File: src/rtl/io_pkg.sv
// rtl/io_pkg.sv - shared types and default widths for the two-master IO arbiter.
package io_pkg;

  localparam int IO_ADDR_W = 8;
  localparam int IO_DATA_W = 8;

  typedef enum logic [1:0] {
    ST_IDLE  = 2'd0,
    ST_ISSUE = 2'd1,
    ST_RDATA = 2'd2
  } state_t;

  localparam logic [1:0] GRANT_M0 = 2'b01;
  localparam logic [1:0] GRANT_M1 = 2'b10;

endpackage

File: src/rtl/io_arbiter_if.sv
// rtl/io_arbiter_if.sv - master command/response signals and shared peripheral bus.
interface io_arbiter_if #(
  parameter int ADDR_W = 8,
  parameter int DATA_W = 8
);

  logic              m0_req;
  logic              m0_we;
  logic [ADDR_W-1:0] m0_addr;
  logic [DATA_W-1:0] m0_wdata;
  logic              m0_gnt;
  logic              m0_rvalid;
  logic [DATA_W-1:0] m0_rdata;

  logic              m1_req;
  logic              m1_we;
  logic [ADDR_W-1:0] m1_addr;
  logic [DATA_W-1:0] m1_wdata;
  logic              m1_gnt;
  logic              m1_rvalid;
  logic [DATA_W-1:0] m1_rdata;

  logic [ADDR_W-1:0] io_address;
  logic [DATA_W-1:0] io_din;
  logic              io_w_en;
  logic              io_r_en;
  logic [DATA_W-1:0] io_dout;

  // Arbiter side.
  modport slave (
    input  m0_req, m0_we, m0_addr, m0_wdata,
    output m0_gnt, m0_rvalid, m0_rdata,
    input  m1_req, m1_we, m1_addr, m1_wdata,
    output m1_gnt, m1_rvalid, m1_rdata,
    output io_address, io_din, io_w_en, io_r_en,
    input  io_dout
  );

  // Masters plus peripheral side.
  modport master (
    output m0_req, m0_we, m0_addr, m0_wdata,
    input  m0_gnt, m0_rvalid, m0_rdata,
    output m1_req, m1_we, m1_addr, m1_wdata,
    input  m1_gnt, m1_rvalid, m1_rdata,
    input  io_address, io_din, io_w_en, io_r_en,
    output io_dout
  );

endinterface

File: src/rtl/io_arbiter_rr_arb2.sv
// rtl/io_arbiter_rr_arb2.sv - two-way winner select with last-granted pointer.
module rr_arb2
  import io_pkg::*;
(
  input  logic       clk,
  input  logic       rst_n,
  input  logic [1:0] req,
  input  logic       rr_en,
  input  logic       update,
  output logic [1:0] grant
);

  // 1 means m1 was granted last, so m0 wins the next tie.
  logic last_m1;

  always_comb begin
    grant = 2'b00;
    case (req)
      2'b01:   grant = GRANT_M0;
      2'b10:   grant = GRANT_M1;
      2'b11:   grant = (rr_en && !last_m1) ? GRANT_M1 : GRANT_M0;
      default: grant = 2'b00;
    endcase
  end

  always_ff @(posedge clk or negedge rst_n) begin
    if (!rst_n) begin
      last_m1 <= 1'b1;
    end else if (update && (grant != 2'b00)) begin
      last_m1 <= grant[1];
    end
  end

endmodule

File: src/rtl/io_arbiter.sv
// rtl/io_arbiter.sv - arbitrates two masters onto one IO bus; one access in flight at a time.
module io_arbiter
  import io_pkg::*;
#(
  parameter int ADDR_W = IO_ADDR_W,
  parameter int DATA_W = IO_DATA_W,
  parameter int RR_EN  = 1
) (
  input  logic         clk,
  input  logic         rst_n,
  io_arbiter_if.slave  bus
);

  state_t            state;
  state_t            state_nxt;
  logic [1:0]        req;
  logic [1:0]        grant;
  logic              arb_update;
  logic              win_m1;
  logic              cmd_we;
  logic [ADDR_W-1:0] cmd_addr;
  logic [DATA_W-1:0] cmd_wdata;
  logic [1:0]        rvalid_q;
  logic [DATA_W-1:0] rdata0_q;
  logic [DATA_W-1:0] rdata1_q;

  // Requests only count while idle; ISSUE and RDATA ignore them.
  assign req        = {bus.m1_req, bus.m0_req};
  assign arb_update = (state == ST_IDLE) && (req != 2'b00);

  rr_arb2 u_arb (
    .clk    (clk),
    .rst_n  (rst_n),
    .req    (req),
    .rr_en  (RR_EN != 0),
    .update (arb_update),
    .grant  (grant)
  );

  always_ff @(posedge clk or negedge rst_n) begin
    if (!rst_n) begin
      state <= ST_IDLE;
    end else begin
      state <= state_nxt;
    end
  end

  always_comb begin
    state_nxt = state;
    case (state)
      ST_IDLE:  if (req != 2'b00) state_nxt = ST_ISSUE;
      ST_ISSUE: state_nxt = cmd_we ? ST_IDLE : ST_RDATA;
      ST_RDATA: state_nxt = ST_IDLE;
      default:  state_nxt = ST_IDLE;
    endcase
  end

  always_ff @(posedge clk or negedge rst_n) begin
    if (!rst_n) begin
      win_m1    <= 1'b0;
      cmd_we    <= 1'b0;
      cmd_addr  <= '0;
      cmd_wdata <= '0;
    end else if (arb_update) begin
      win_m1    <= grant[1];
      cmd_we    <= grant[1] ? bus.m1_we    : bus.m0_we;
      cmd_addr  <= grant[1] ? bus.m1_addr  : bus.m0_addr;
      cmd_wdata <= grant[1] ? bus.m1_wdata : bus.m0_wdata;
    end
  end

  // io_dout is valid during RDATA; capture it and pulse rvalid the cycle after.
  always_ff @(posedge clk or negedge rst_n) begin
    if (!rst_n) begin
      rvalid_q <= 2'b00;
      rdata0_q <= '0;
      rdata1_q <= '0;
    end else begin
      rvalid_q <= {(state == ST_RDATA) && win_m1, (state == ST_RDATA) && !win_m1};
      if ((state == ST_RDATA) && !win_m1) rdata0_q <= bus.io_dout;
      if ((state == ST_RDATA) && win_m1)  rdata1_q <= bus.io_dout;
    end
  end

  always_comb begin
    bus.io_address = '0;
    bus.io_din     = '0;
    bus.io_w_en    = 1'b0;
    bus.io_r_en    = 1'b0;
    bus.m0_gnt     = 1'b0;
    bus.m1_gnt     = 1'b0;
    if (state == ST_ISSUE) begin
      bus.io_address = cmd_addr;
      bus.io_din     = cmd_wdata;
      bus.io_w_en    = cmd_we;
      bus.io_r_en    = !cmd_we;
      bus.m0_gnt     = !win_m1;
      bus.m1_gnt     = win_m1;
    end
  end

  assign bus.m0_rvalid = rvalid_q[0];
  assign bus.m1_rvalid = rvalid_q[1];
  assign bus.m0_rdata  = rdata0_q;
  assign bus.m1_rdata  = rdata1_q;

endmodule

File: src/flat_wrapper.sv
// flat-port wrapper written by rule: the top's interface ports become plain ports
module io_arbiter_flat import io_pkg::*;
#(
  parameter int ADDR_W = IO_ADDR_W,
  parameter int DATA_W = IO_DATA_W,
  parameter int RR_EN  = 1
)
  (clk, rst_n, bus_m0_req, bus_m0_we, bus_m0_addr, bus_m0_wdata, bus_m0_gnt, bus_m0_rvalid, bus_m0_rdata, bus_m1_req, bus_m1_we, bus_m1_addr, bus_m1_wdata, bus_m1_gnt, bus_m1_rvalid, bus_m1_rdata, bus_io_address, bus_io_din, bus_io_w_en, bus_io_r_en, bus_io_dout);
  io_arbiter_if #(.ADDR_W(ADDR_W), .DATA_W(DATA_W)) bus_i ();
  input  logic clk;
  input  logic rst_n;
  input wire logic [$bits(bus_i.m0_req)-1:0] bus_m0_req;
  input wire logic [$bits(bus_i.m0_we)-1:0] bus_m0_we;
  input wire logic [$bits(bus_i.m0_addr)-1:0] bus_m0_addr;
  input wire logic [$bits(bus_i.m0_wdata)-1:0] bus_m0_wdata;
  output wire logic [$bits(bus_i.m0_gnt)-1:0] bus_m0_gnt;
  output wire logic [$bits(bus_i.m0_rvalid)-1:0] bus_m0_rvalid;
  output wire logic [$bits(bus_i.m0_rdata)-1:0] bus_m0_rdata;
  input wire logic [$bits(bus_i.m1_req)-1:0] bus_m1_req;
  input wire logic [$bits(bus_i.m1_we)-1:0] bus_m1_we;
  input wire logic [$bits(bus_i.m1_addr)-1:0] bus_m1_addr;
  input wire logic [$bits(bus_i.m1_wdata)-1:0] bus_m1_wdata;
  output wire logic [$bits(bus_i.m1_gnt)-1:0] bus_m1_gnt;
  output wire logic [$bits(bus_i.m1_rvalid)-1:0] bus_m1_rvalid;
  output wire logic [$bits(bus_i.m1_rdata)-1:0] bus_m1_rdata;
  output wire logic [$bits(bus_i.io_address)-1:0] bus_io_address;
  output wire logic [$bits(bus_i.io_din)-1:0] bus_io_din;
  output wire logic [$bits(bus_i.io_w_en)-1:0] bus_io_w_en;
  output wire logic [$bits(bus_i.io_r_en)-1:0] bus_io_r_en;
  input wire logic [$bits(bus_i.io_dout)-1:0] bus_io_dout;
  assign bus_i.m0_req = bus_m0_req;
  assign bus_i.m0_we = bus_m0_we;
  assign bus_i.m0_addr = bus_m0_addr;
  assign bus_i.m0_wdata = bus_m0_wdata;
  assign bus_m0_gnt = bus_i.m0_gnt;
  assign bus_m0_rvalid = bus_i.m0_rvalid;
  assign bus_m0_rdata = bus_i.m0_rdata;
  assign bus_i.m1_req = bus_m1_req;
  assign bus_i.m1_we = bus_m1_we;
  assign bus_i.m1_addr = bus_m1_addr;
  assign bus_i.m1_wdata = bus_m1_wdata;
  assign bus_m1_gnt = bus_i.m1_gnt;
  assign bus_m1_rvalid = bus_i.m1_rvalid;
  assign bus_m1_rdata = bus_i.m1_rdata;
  assign bus_io_address = bus_i.io_address;
  assign bus_io_din = bus_i.io_din;
  assign bus_io_w_en = bus_i.io_w_en;
  assign bus_io_r_en = bus_i.io_r_en;
  assign bus_i.io_dout = bus_io_dout;
  io_arbiter #(.ADDR_W(ADDR_W), .DATA_W(DATA_W), .RR_EN(RR_EN)) u_core (.clk(clk), .rst_n(rst_n), .bus(bus_i));
endmodule
File: config.mk
export PLATFORM = sky130hd
export DESIGN_NAME = io_arbiter_flat
export DESIGN_NICKNAME = d
export VERILOG_FILES = /design/src/rtl/io_pkg.sv /design/src/rtl/io_arbiter_if.sv /design/src/rtl/io_arbiter_rr_arb2.sv /design/src/rtl/io_arbiter.sv /design/src/flat_wrapper.sv
export SDC_FILE = /design/constraint.sdc
export NUM_CORES = 1
export LEC_CHECK = 0
export BUFFER_PORTS_ARGS = -buffer_cell sky130_fd_sc_hd__buf_2
export CORE_MARGIN = 3
export CORE_UTILIZATION = 50
export CTS_CLUSTER_SIZE = 16
export DETAILED_ROUTE_END_ITERATION = 8
export PLACE_DENSITY = 0.89
export SKIP_CTS_REPAIR_TIMING = 1
export SLEW_MARGIN = 5
export SYNTH_ARGS = -nofsm -noshare
export SYNTH_HDL_FRONTEND = slang
export SYNTH_SLANG_ARGS = --single-unit
File: constraint.sdc
create_clock -name clk -period 3.1 [get_ports clk]
set_clock_uncertainty 0.05 [all_clocks]
set_input_delay 0.465 -clock clk [delete_from_list [all_inputs] [get_ports clk]]
set_output_delay 0.465 -clock clk [all_outputs]
set_load 0.03 [all_outputs]
==> metrics.csv, run 1 <==
stage,metric,value,unit
placement,GPL Wtd Cong,0.6574,
pwr,Pleak,1.217,nW
placement,dpl hpwl,2737,microns
pwr,Psw,1.101,mW
timing,period utilization,0.6486,
timing,RSZ-0062 raised after global routing,no,
clock_tree,CTS tree,done,
hold_path,min-delay worst type,input port to async pin,
final_layout,Nets,262,
setup_path,worst r2r dst,u_core.cmd_wdata[1],
grt,GR peak layer,met2,
clock_tree,CTS Buf Count,5,
final_layout,most frequent cells in the layout,"buf_2, mux2_2, dfrtp_1",
pwr,peak supply drop,0.6597,mV
placement,placed cells,255,
timing,achievable frequency,497.3,MHz
timing,final number of setup-violating endpoints,0,
logic_synthesis,Netlist Area Pre-Place,1824,sq um
clock_tree,"CTS clk-pin slew, worst paths",110,ps
floorplanning,initial core utilization,0.5341,
setup_path,startpoint types,flip-flop,
grt,gr usage total,0.1730,
placement,I/O Buffers,83,
final_layout,fin cells,263,
pwr,Switching Fraction,0.4363,
pwr,internal power,1.422,mW
pwr,Flop pwr share,0.353,
clock_tree,CTS root buffer,clkbuf_4,
routing,drt total wl,3547,microns
setup_path,FF-to-FF setup slack,1360,ps
timing,Max-slew headroom,0.3892,
final_layout,"commonest non-fill, non-tap cell in the layout",buf_2,
grt,met1 Usage GRT,0.1783,
grt,vias in the first global route,1273,
timing,minimum clock period,2011,ps
logic_synthesis,#FFs+latches synth,39,
floorplanning,core area,3416,sq um
logic_synthesis,Synth Instances,128,
setup_path,Crit. End Element,output pin,
routing,mean routed wirelength per cell,13.49,microns
setup_path,Worst Path Arrival,1500,ps
final_layout,Antenna diodes,0,
grt,met2 usage,0.3036,
logic_synthesis,Synth cell types,20,
clock_tree,clk sinks,39,
grt,total grt overflow,0,
timing,actual slew at the worst max-slew pin,916.1,ps
routing,DRC viols,0,
setup_path,crit path to,bus_io_din[0],
grt,met3 usage,0.04762,
routing,vias post-DR,1272,
logic_synthesis,"Seq/Total Area, Yosys",0.5357,
setup_path,r2r startpoint,u_core.u_arb.last_m1,
setup_path,worst reg2reg path depth,4,
timing,Final Slew Violations,0,
setup_path,Critical Path RT,2580,ps
clock_tree,clk buf depth,2,
routing,DRT iter0 DRCs,21,
grt,initial antenna violation count,0,
floorplanning,I/O Pins,84,
setup_path,Critical path origin,u_core.state[1],
grt,largest net degree at the start of global routing,40,
timing,Hold Fails Final Rpt,0,
pwr,Combinational Power Share,0.551,
job,max_cap viols,0,
logic_synthesis,Synth Warn #,0,
floorplanning,die area,4409,sq um
floorplanning,die height,66.40,microns
routing,Pre-antenna DRT Iters,2,
logic_synthesis,Synth Net Count,174,
clock_tree,# H-tree levels,2,
timing,setup_tns,0,ps
floorplanning,die width,66.40,microns
pwr,clock share of power,0.096,
setup_path,Crit Path Class,flip-flop to output pin,
logic_synthesis,Synth Area per Inst,14.25,sq um
grt,first-pass GRT wire length,5533,microns
final_layout,share of cells above drive strength 1,0.6774,
floorplanning,FP Rows,21,
clock_tree,clock latency on the worst-skew pair,340,ps
routing,DR vias/cell,4.837,
final_layout,filler instances,271,
final_layout,Layout area overhead,28.05,%
setup_path,critical path peak fanout,20,
routing,Post-DRT Antenna Nets,0,
status,outcome,"finished, final reports clean",
pwr,PwrDens,1080,nW/um^2
==> cell families (layout without fill, tap and decap cells) <==
group                  Yosys count  in the layout  share of synthesized area
muxes                           50             50                     0.3272
DFF                             39             39                     0.5357
and+or+nand+nor                 26             26                    0.08847
buffers and inverters            8             97                    0.02812
AOI/OAI and AO/OA                5              5                    0.02058
==> registers in the layout, summed over array words and instances, names as in the netlist <==
register	count
u_core.state	2
u_core.rvalid_q	2
u_core.bus.m1_rdata	8
u_core.u_arb.last_m1	1
u_core.win_m1	1
u_core.cmd_wdata	8
u_core.cmd_addr	8
u_core.bus.m0_rdata	8
u_core.cmd_we	1
==> final cells by class <==
cell class / instances / area, sq um / area share
Inverter: 2 / 7.507 / 0.003214
Clock buffer: 5 / 37.54 / 0.01607
Tap cell: 46 / 57.56 / 0.02464
Timing Repair Buffer: 87 / 445.4 / 0.1907
Multi-Input combinational cell: 81 / 795.8 / 0.3407
Sequential cell: 39 / 977.2 / 0.4183
Clock inverter: 3 / 15.01 / 0.006427
==> synth_stat cells (all sizes together) <==
library cell / n / share of area
nand3b: 1 / 0.0041
nor3b: 1 / 0.0041
inv: 2 / 0.0041
dfrtp: 38 / 0.52
mux2: 50 / 0.33
nor2: 1 / 0.0021
a21bo: 1 / 0.0055
dfstp: 1 / 0.014
a21oi: 1 / 0.0027
clkbuf: 2 / 0.0041
a31oi: 1 / 0.0034
and2: 18 / 0.062
nor3: 1 / 0.0027
o21ai: 1 / 0.0048
buf: 4 / 0.020
a21o: 1 / 0.0041
nor2b: 4 / 0.014
==> worst min-delay path by stage <==
stage | startpoint | endpoint | slack (ps) | cells past startpoint
6_report | rst_n | u_core.cmd_addr[0] | 150 | 1
3_5_place_dp | u_core.cmd_we | u_core.state[1] | 430 | 1
5_1_grt | rst_n | u_core.cmd_addr[0] | 180 | 1
4_1_cts | rst_n | u_core.rvalid_q[0] | 170 | 1
3_3_place_gp | u_core.cmd_we | u_core.state[1] | 420 | 1
2_1_floorplan | rst_n | u_core.bus.m0_rdata[0] | 120 | 0
==> worst max-delay path, cell delays in order, from the launching register on <==
cell     delay (ps)
dfrtp_1         430
nor2b_1         150
buf_4           220
and2_1          150
buf_2           190
==> stage by stage <==
step | power [mW] | worst slack, ps | hold WS (ps) | utilization | instance area (sq um)
2_1_floorplan | 1.924 | 1341 | 119.4 | - | 1824
5_1_grt | 2.689 | 949.6 | 183.4 | 0.6839 | 2336
4_1_cts | 2.560 | 1043 | 168.8 | 0.6839 | 2336
3_5_place_dp | 2.314 | 1190 | 425.3 | 0.6685 | 2283
6_report | 2.522 | 1089 | 146.7 | 0.6839 | 2336
3_3_place_gp | 2.279 | 1210 | 419.2 | 0.6685 | 2283
==> power groups by stage <==
stage | Clock, mW | Combinational (mW) | Sequential [mW]
floorplan | 0 | 0.817 | 1.11
detailed placement | 0 | 1.41 | 0.906
global route | 0.273 | 1.48 | 0.932
CTS | 0.254 | 1.41 | 0.895
finish | 0.242 | 1.39 | 0.891
global placement | 0 | 1.38 | 0.896
==> per-layer routing <==
metal,wire [microns],vias to the layer above
met3,264,7
met2,1839,50
li1,-,618
met5,0,-
met4,85,0
met1,1358,597
Power figures use the tool's default switching activity.
==> inputs of run 2 (changes only) <==
CORE_UTILIZATION = 46   (was 50)
PLACE_DENSITY = 0.83   (was 0.89)
clock period = 1.95 ns   (was 3.1 ns; I/O delays follow)
==> run 2 against run 1 <==
Compared with the run above: the run now ends with hold timing left; die area rose by 7.9%; hold slack got worse by 160 ps; worst setup slack got worse by 900 ps.
==> metrics.csv, run 2 (synthesis results as in run 1) <==
stage,metric,value,unit
timing,Max-slew headroom,0.3933,
setup_path,startpoint types,flip-flop,
timing,Final WS setup,189.5,ps
clock_tree,clk sinks,39,
routing,DRT iter0 DRCs,46,
floorplanning,core area,3744,sq um
clock_tree,CTS tree,done,
grt,total grt overflow,0,
final_layout,share of cells above drive strength 1,0.6789,
pwr,PwrDens,1787,nW/um^2
timing,RSZ-0062 raised after global routing,no,
final_layout,Multi-input gate area,795.8,sq um
final_layout,Layout area overhead,32.58,%
status,failing checks,hold timing,
setup_path,Most common cell on crit path,mux2_2,
timing,final number of setup-violating endpoints,0,
timing,achievable frequency,568.0,MHz
routing,Post-DRT Antenna Nets,0,
routing,drt total wl,3568,microns
setup_path,Crit. End Element,flip-flop,
timing,Hold Fails Final Rpt,13,
placement,I/O Buffers,83,
grt,largest net degree at the start of global routing,40,
final_layout,Antenna diodes,0,
clock_tree,CTS root buffer,clkbuf_8,
routing,DR WL met3,206,microns
routing,Top Metal Used,met4,
routing,DRC viols,0,
floorplanning,initial core utilization,0.4873,
setup_path,Critical Path RT,2080,ps
clock_tree,CTS Buf Count,5,
clock_tree,"CTS clk-pin slew, worst paths",80,ps
grt,initial antenna violation count,0,
clock_tree,clk buf depth,2,
final_layout,most frequent cells in the layout,"buf_2, mux2_2, dfrtp_1",
hold_path,min-delay worst type,input port to async pin,
final_layout,filler instances,316,
setup_path,Crit Path Class,flip-flop to flip-flop,
final_layout,Nets,263,
setup_path,CP Cell Sequence,"a21bo_1, buf_12, mux2_2, mux2_2",
timing,minimum clock period,1760,ps
pwr,Pleak,1.251,nW
placement,placed cells,258,
floorplanning,die width,68.98,microns
setup_path,Worst Path Arrival,1890,ps
placement,dpl hpwl,2707,microns
pwr,peak supply drop,0.7978,mV
clock_tree,clock latency on the worst-skew pair,290,ps
timing,period utilization,0.9028,
timing,setup_tns,0,ps
final_layout,"commonest non-fill, non-tap cell in the layout",buf_2,
routing,metal2 WL,1870,microns
clock_tree,# H-tree levels,2,
floorplanning,I/O Pins,84,
setup_path,CP max stage cell,dfstp_2,
floorplanning,die height,68.98,microns
floorplanning,FP Rows,22,
setup_path,critical path peak fanout,14,
routing,mean routed wirelength per cell,13.41,microns
final_layout,post-route core utilization,0.6461,
routing,metal1 wirelength,1421,microns
routing,DR vias/cell,4.820,
timing,actual slew at the worst max-slew pin,910.0,ps
routing,vias post-DR,1282,
status,outcome,"finished, violations left",
timing,Final Slew Violations,0,
placement,GPL Wtd Cong,0.7058,
setup_path,Max stage delay on crit path,550,ps
placement,pre-CTS WS,180.7,ps
floorplanning,die area,4758,sq um
grt,gr usage total,0.1614,
final_layout,fin cells,266,
job,max_cap viols,0,
routing,Pre-antenna DRT Iters,2,
grt,vias in the first global route,1233,
timing,hold_ws,-12.35,ps
grt,first-pass GRT wire length,5602,microns
final_layout,sequential cell area,977.2,sq um
[run 2: cell types whose count changed in the layout (fill, tap and decap cells not counted)]
cell	delta
buf_12	+1
bufinv_16	+1
clkbuf_4	-5
clkbuf_8	+5
clkinv_2	-2
clkinv_4	+1
[run 2: area by class of cell]
class                      instances  share of cell area
sequential                        39              0.4040
clock inverter                     3             0.01811
inverter                           2            0.003104
timing repair buffer              88              0.1924
clock buffer                       5             0.02845
tap                               48             0.02483
multi-input combinational         81              0.3290
[run 2: path summary, 6_finish.rpt]
kind	startpoint	to	slack, ps	cells past startpoint
max	u_core.u_arb.last_m1	u_core.cmd_addr[2]	190	4
min	rst_n	u_core.cmd_wdata[1]	-10	2
max reg2reg	u_core.u_arb.last_m1	u_core.cmd_addr[2]	190	4
min reg2reg	u_core.cmd_addr[6]	u_core.cmd_addr[6]	450	1
max in group asynchronous	rst_n	u_core.u_arb.last_m1	1510	2
min in group clk	bus_m0_req	u_core.u_arb.last_m1	140	2
[run 2: per-layer routing]
layer  global-route usage  vias up
met5                    0        -
met4              0.06813        0
met3              0.03404        7
met2               0.2786       42
met1               0.1940      613
li1                     -      620
[run 2: report_power, final]
group,internal (mW),switching [mW]
Sequential,1.22,0.206
Combinational,0.921,1.32
Clock,0.381,0.279
Total,2.52,1.80
[run 2: worst max-delay path: cells and delay by family, from the launching register on]
kind                   cells  cell delay [ps]
DFF                        1              550
muxes                      2              600
AOI/OAI and AO/OA          1              260
buffers and inverters      1              200
[run 2: metrics by stage]
stage,total power [mW],instance area [sq um]
after floorplan,3.058,1824
after global placement,3.640,2306
after detailed placement,3.708,2306
after CTS,4.374,2419
after global routing,4.608,2419
final,4.323,2419
==> inputs of run 3 (changes only) <==
CORE_UTILIZATION = 50   (was 46)
PLACE_DENSITY = 0.88   (was 0.83)
SYNTH_HIERARCHICAL = 1   (was default)
clock period = 2.1 ns   (was 1.95 ns; I/O delays follow)
==> run 3 against run 2 <==
Compared with the run above: the run now ends clean; critical path depth did not move; synthesized cell count increased by 2.3%; via count grew 2.7%; design area increased by 0.10%; clock-buffer cell count rose by 1; die area decreased by 6.1%; sequential share of layout area about the same; global-route usage grew 2.5 points; routed wire length up 9.5%; worst setup slack improved by 47 ps.
==> metrics.csv, run 3 <==
stage,metric,value,unit
timing,Hold Fails Final Rpt,0,
grt,gr usage total,0.1862,
setup_path,Worst Path Arrival,1500,ps
floorplanning,I/O Pins,84,
floorplanning,initial core utilization,0.5376,
setup_path,Crit. End Element,output pin,
timing,final number of setup-violating endpoints,0,
setup_path,critical path peak fanout,14,
clock_tree,# H-tree levels,2,
pwr,PwrDens,1635,nW/um^2
clock_tree,clk buf depth,2,
logic_synthesis,Synth Instances,131,
job,max_cap viols,0,
timing,minimum clock period,1864,ps
placement,GPL Wtd Cong,0.7259,
grt,initial antenna violation count,0,
routing,DRC viols,0,
setup_path,Critical Path RT,1740,ps
floorplanning,die area,4467,sq um
grt,first-pass GRT wire length,6154,microns
routing,DRT iter0 DRCs,47,
hold_path,min-delay worst type,input port to async pin,
setup_path,startpoint types,flip-flop,
floorplanning,die height,66.84,microns
setup_path,Crit Path Class,flip-flop to output pin,
timing,Max-slew headroom,0.4458,
grt,total grt overflow,0,
routing,mean routed wirelength per cell,14.52,microns
routing,Pre-antenna DRT Iters,4,
clock_tree,"CTS clk-pin slew, worst paths",70,ps
routing,vias post-DR,1317,
clock_tree,clk sinks,39,
clock_tree,CTS root buffer,clkbuf_8,
timing,RSZ-0062 raised after global routing,no,
timing,setup_tns,0,ps
pwr,peak supply drop,0.8804,mV
placement,I/O Buffers,83,
timing,achievable frequency,536.5,MHz
timing,period utilization,0.8875,
final_layout,most frequent cells in the layout,"buf_2, mux2_2, dfrtp_1",
grt,largest net degree at the start of global routing,40,
clock_tree,CTS tree,done,
logic_synthesis,Synth Net Count,177,
grt,vias in the first global route,1352,
final_layout,Antenna diodes,0,
final_layout,"commonest non-fill, non-tap cell in the layout",buf_2,
floorplanning,die width,66.84,microns
timing,hold_ws,83.47,ps
final_layout,filler instances,245,
logic_synthesis,Netlist Area Pre-Place,1851,sq um
floorplanning,FP Rows,21,
routing,drt total wl,3907,microns
routing,Post-DRT Antenna Nets,0,
floorplanning,core area,3442,sq um
final_layout,share of cells above drive strength 1,0.6816,
status,outcome,"finished, final reports clean",
logic_synthesis,Synth Area per Inst,14.13,sq um
clock_tree,clock latency on the worst-skew pair,280,ps
logic_synthesis,Synth Warn #,6,
final_layout,Layout area overhead,30.83,%
clock_tree,CTS Buf Count,5,
pwr,Pleak,1.227,nW
routing,DR vias/cell,4.896,
timing,Final Slew Violations,0,
timing,actual slew at the worst max-slew pin,831.3,ps
final_layout,Nets,268,
## run 3: final timing paths
check,start,endpoint,slack [ps],depth (start not counted)
min,rst_n,u_core/cmd_addr[2],80,1
max reg2reg,u_core/u_arb/last_m1,u_core/cmd_addr[6],390,5
min in group clk,bus_m0_req,u_core/u_arb/last_m1,180,2
max in group asynchronous,rst_n,u_core/cmd_addr[7],1390,1
min reg2reg,u_core/cmd_we,u_core/state[1],440,1
max,u_core/state[0],bus_io_din[7],240,4
## run 3: cell type report
type,instances,area [sq um],share of cell area
clock buffer,6,72.57,0.02997
clock inverter,2,12.51,0.005168
inverter,2,7.507,0.003101
multi-input combinational,84,825.8,0.3411
sequential,39,977.2,0.4036
tap,46,57.56,0.02377
timing repair buffer,90,467.9,0.1933
## run 3: layer usage
metal | part of all wire | GRT usage | vias to the layer above
met3 | 0.059 | 0.04890 | 6
met1 | 0.39 | 0.2054 | 632
met2 | 0.54 | 0.3391 | 43
li1 | - | - | 636
met4 | 0.014 | 0.06853 | 0
met5 | 0 | 0 | -
## run 3: worst max-delay path, stage by stage, from the launching register on
cell	delay, ps
dfrtp_1	450
nor2b_1	220
buf_4	210
and2_1	150
buf_2	190
## run 3: report_power, final
part           internal [mW]  total, mW  switching, mW  leakage [nW]
logic                  0.922       2.15           1.23         0.722
clock network          0.232      0.474          0.242        0.0412
registers               1.13       1.33          0.203         0.463
total                   2.29       3.96           1.67          1.23
## run 3: stage by stage
stage | cells | util | power, mW | area [sq um] | setup slack [ps]
3_5_place_dp | 261 | 0.6787 | 3.521 | 2336 | 401.3
3_3_place_gp | 261 | 0.6787 | 3.454 | 2336 | 471.5
4_1_cts | 269 | 0.7034 | 4.005 | 2421 | 200.3
2_1_floorplan | 131 | - | 2.912 | 1851 | 308.3
5_1_grt | 269 | 0.7034 | 4.207 | 2421 | 94.84
6_report | 269 | 0.7034 | 3.958 | 2421 | 236.2
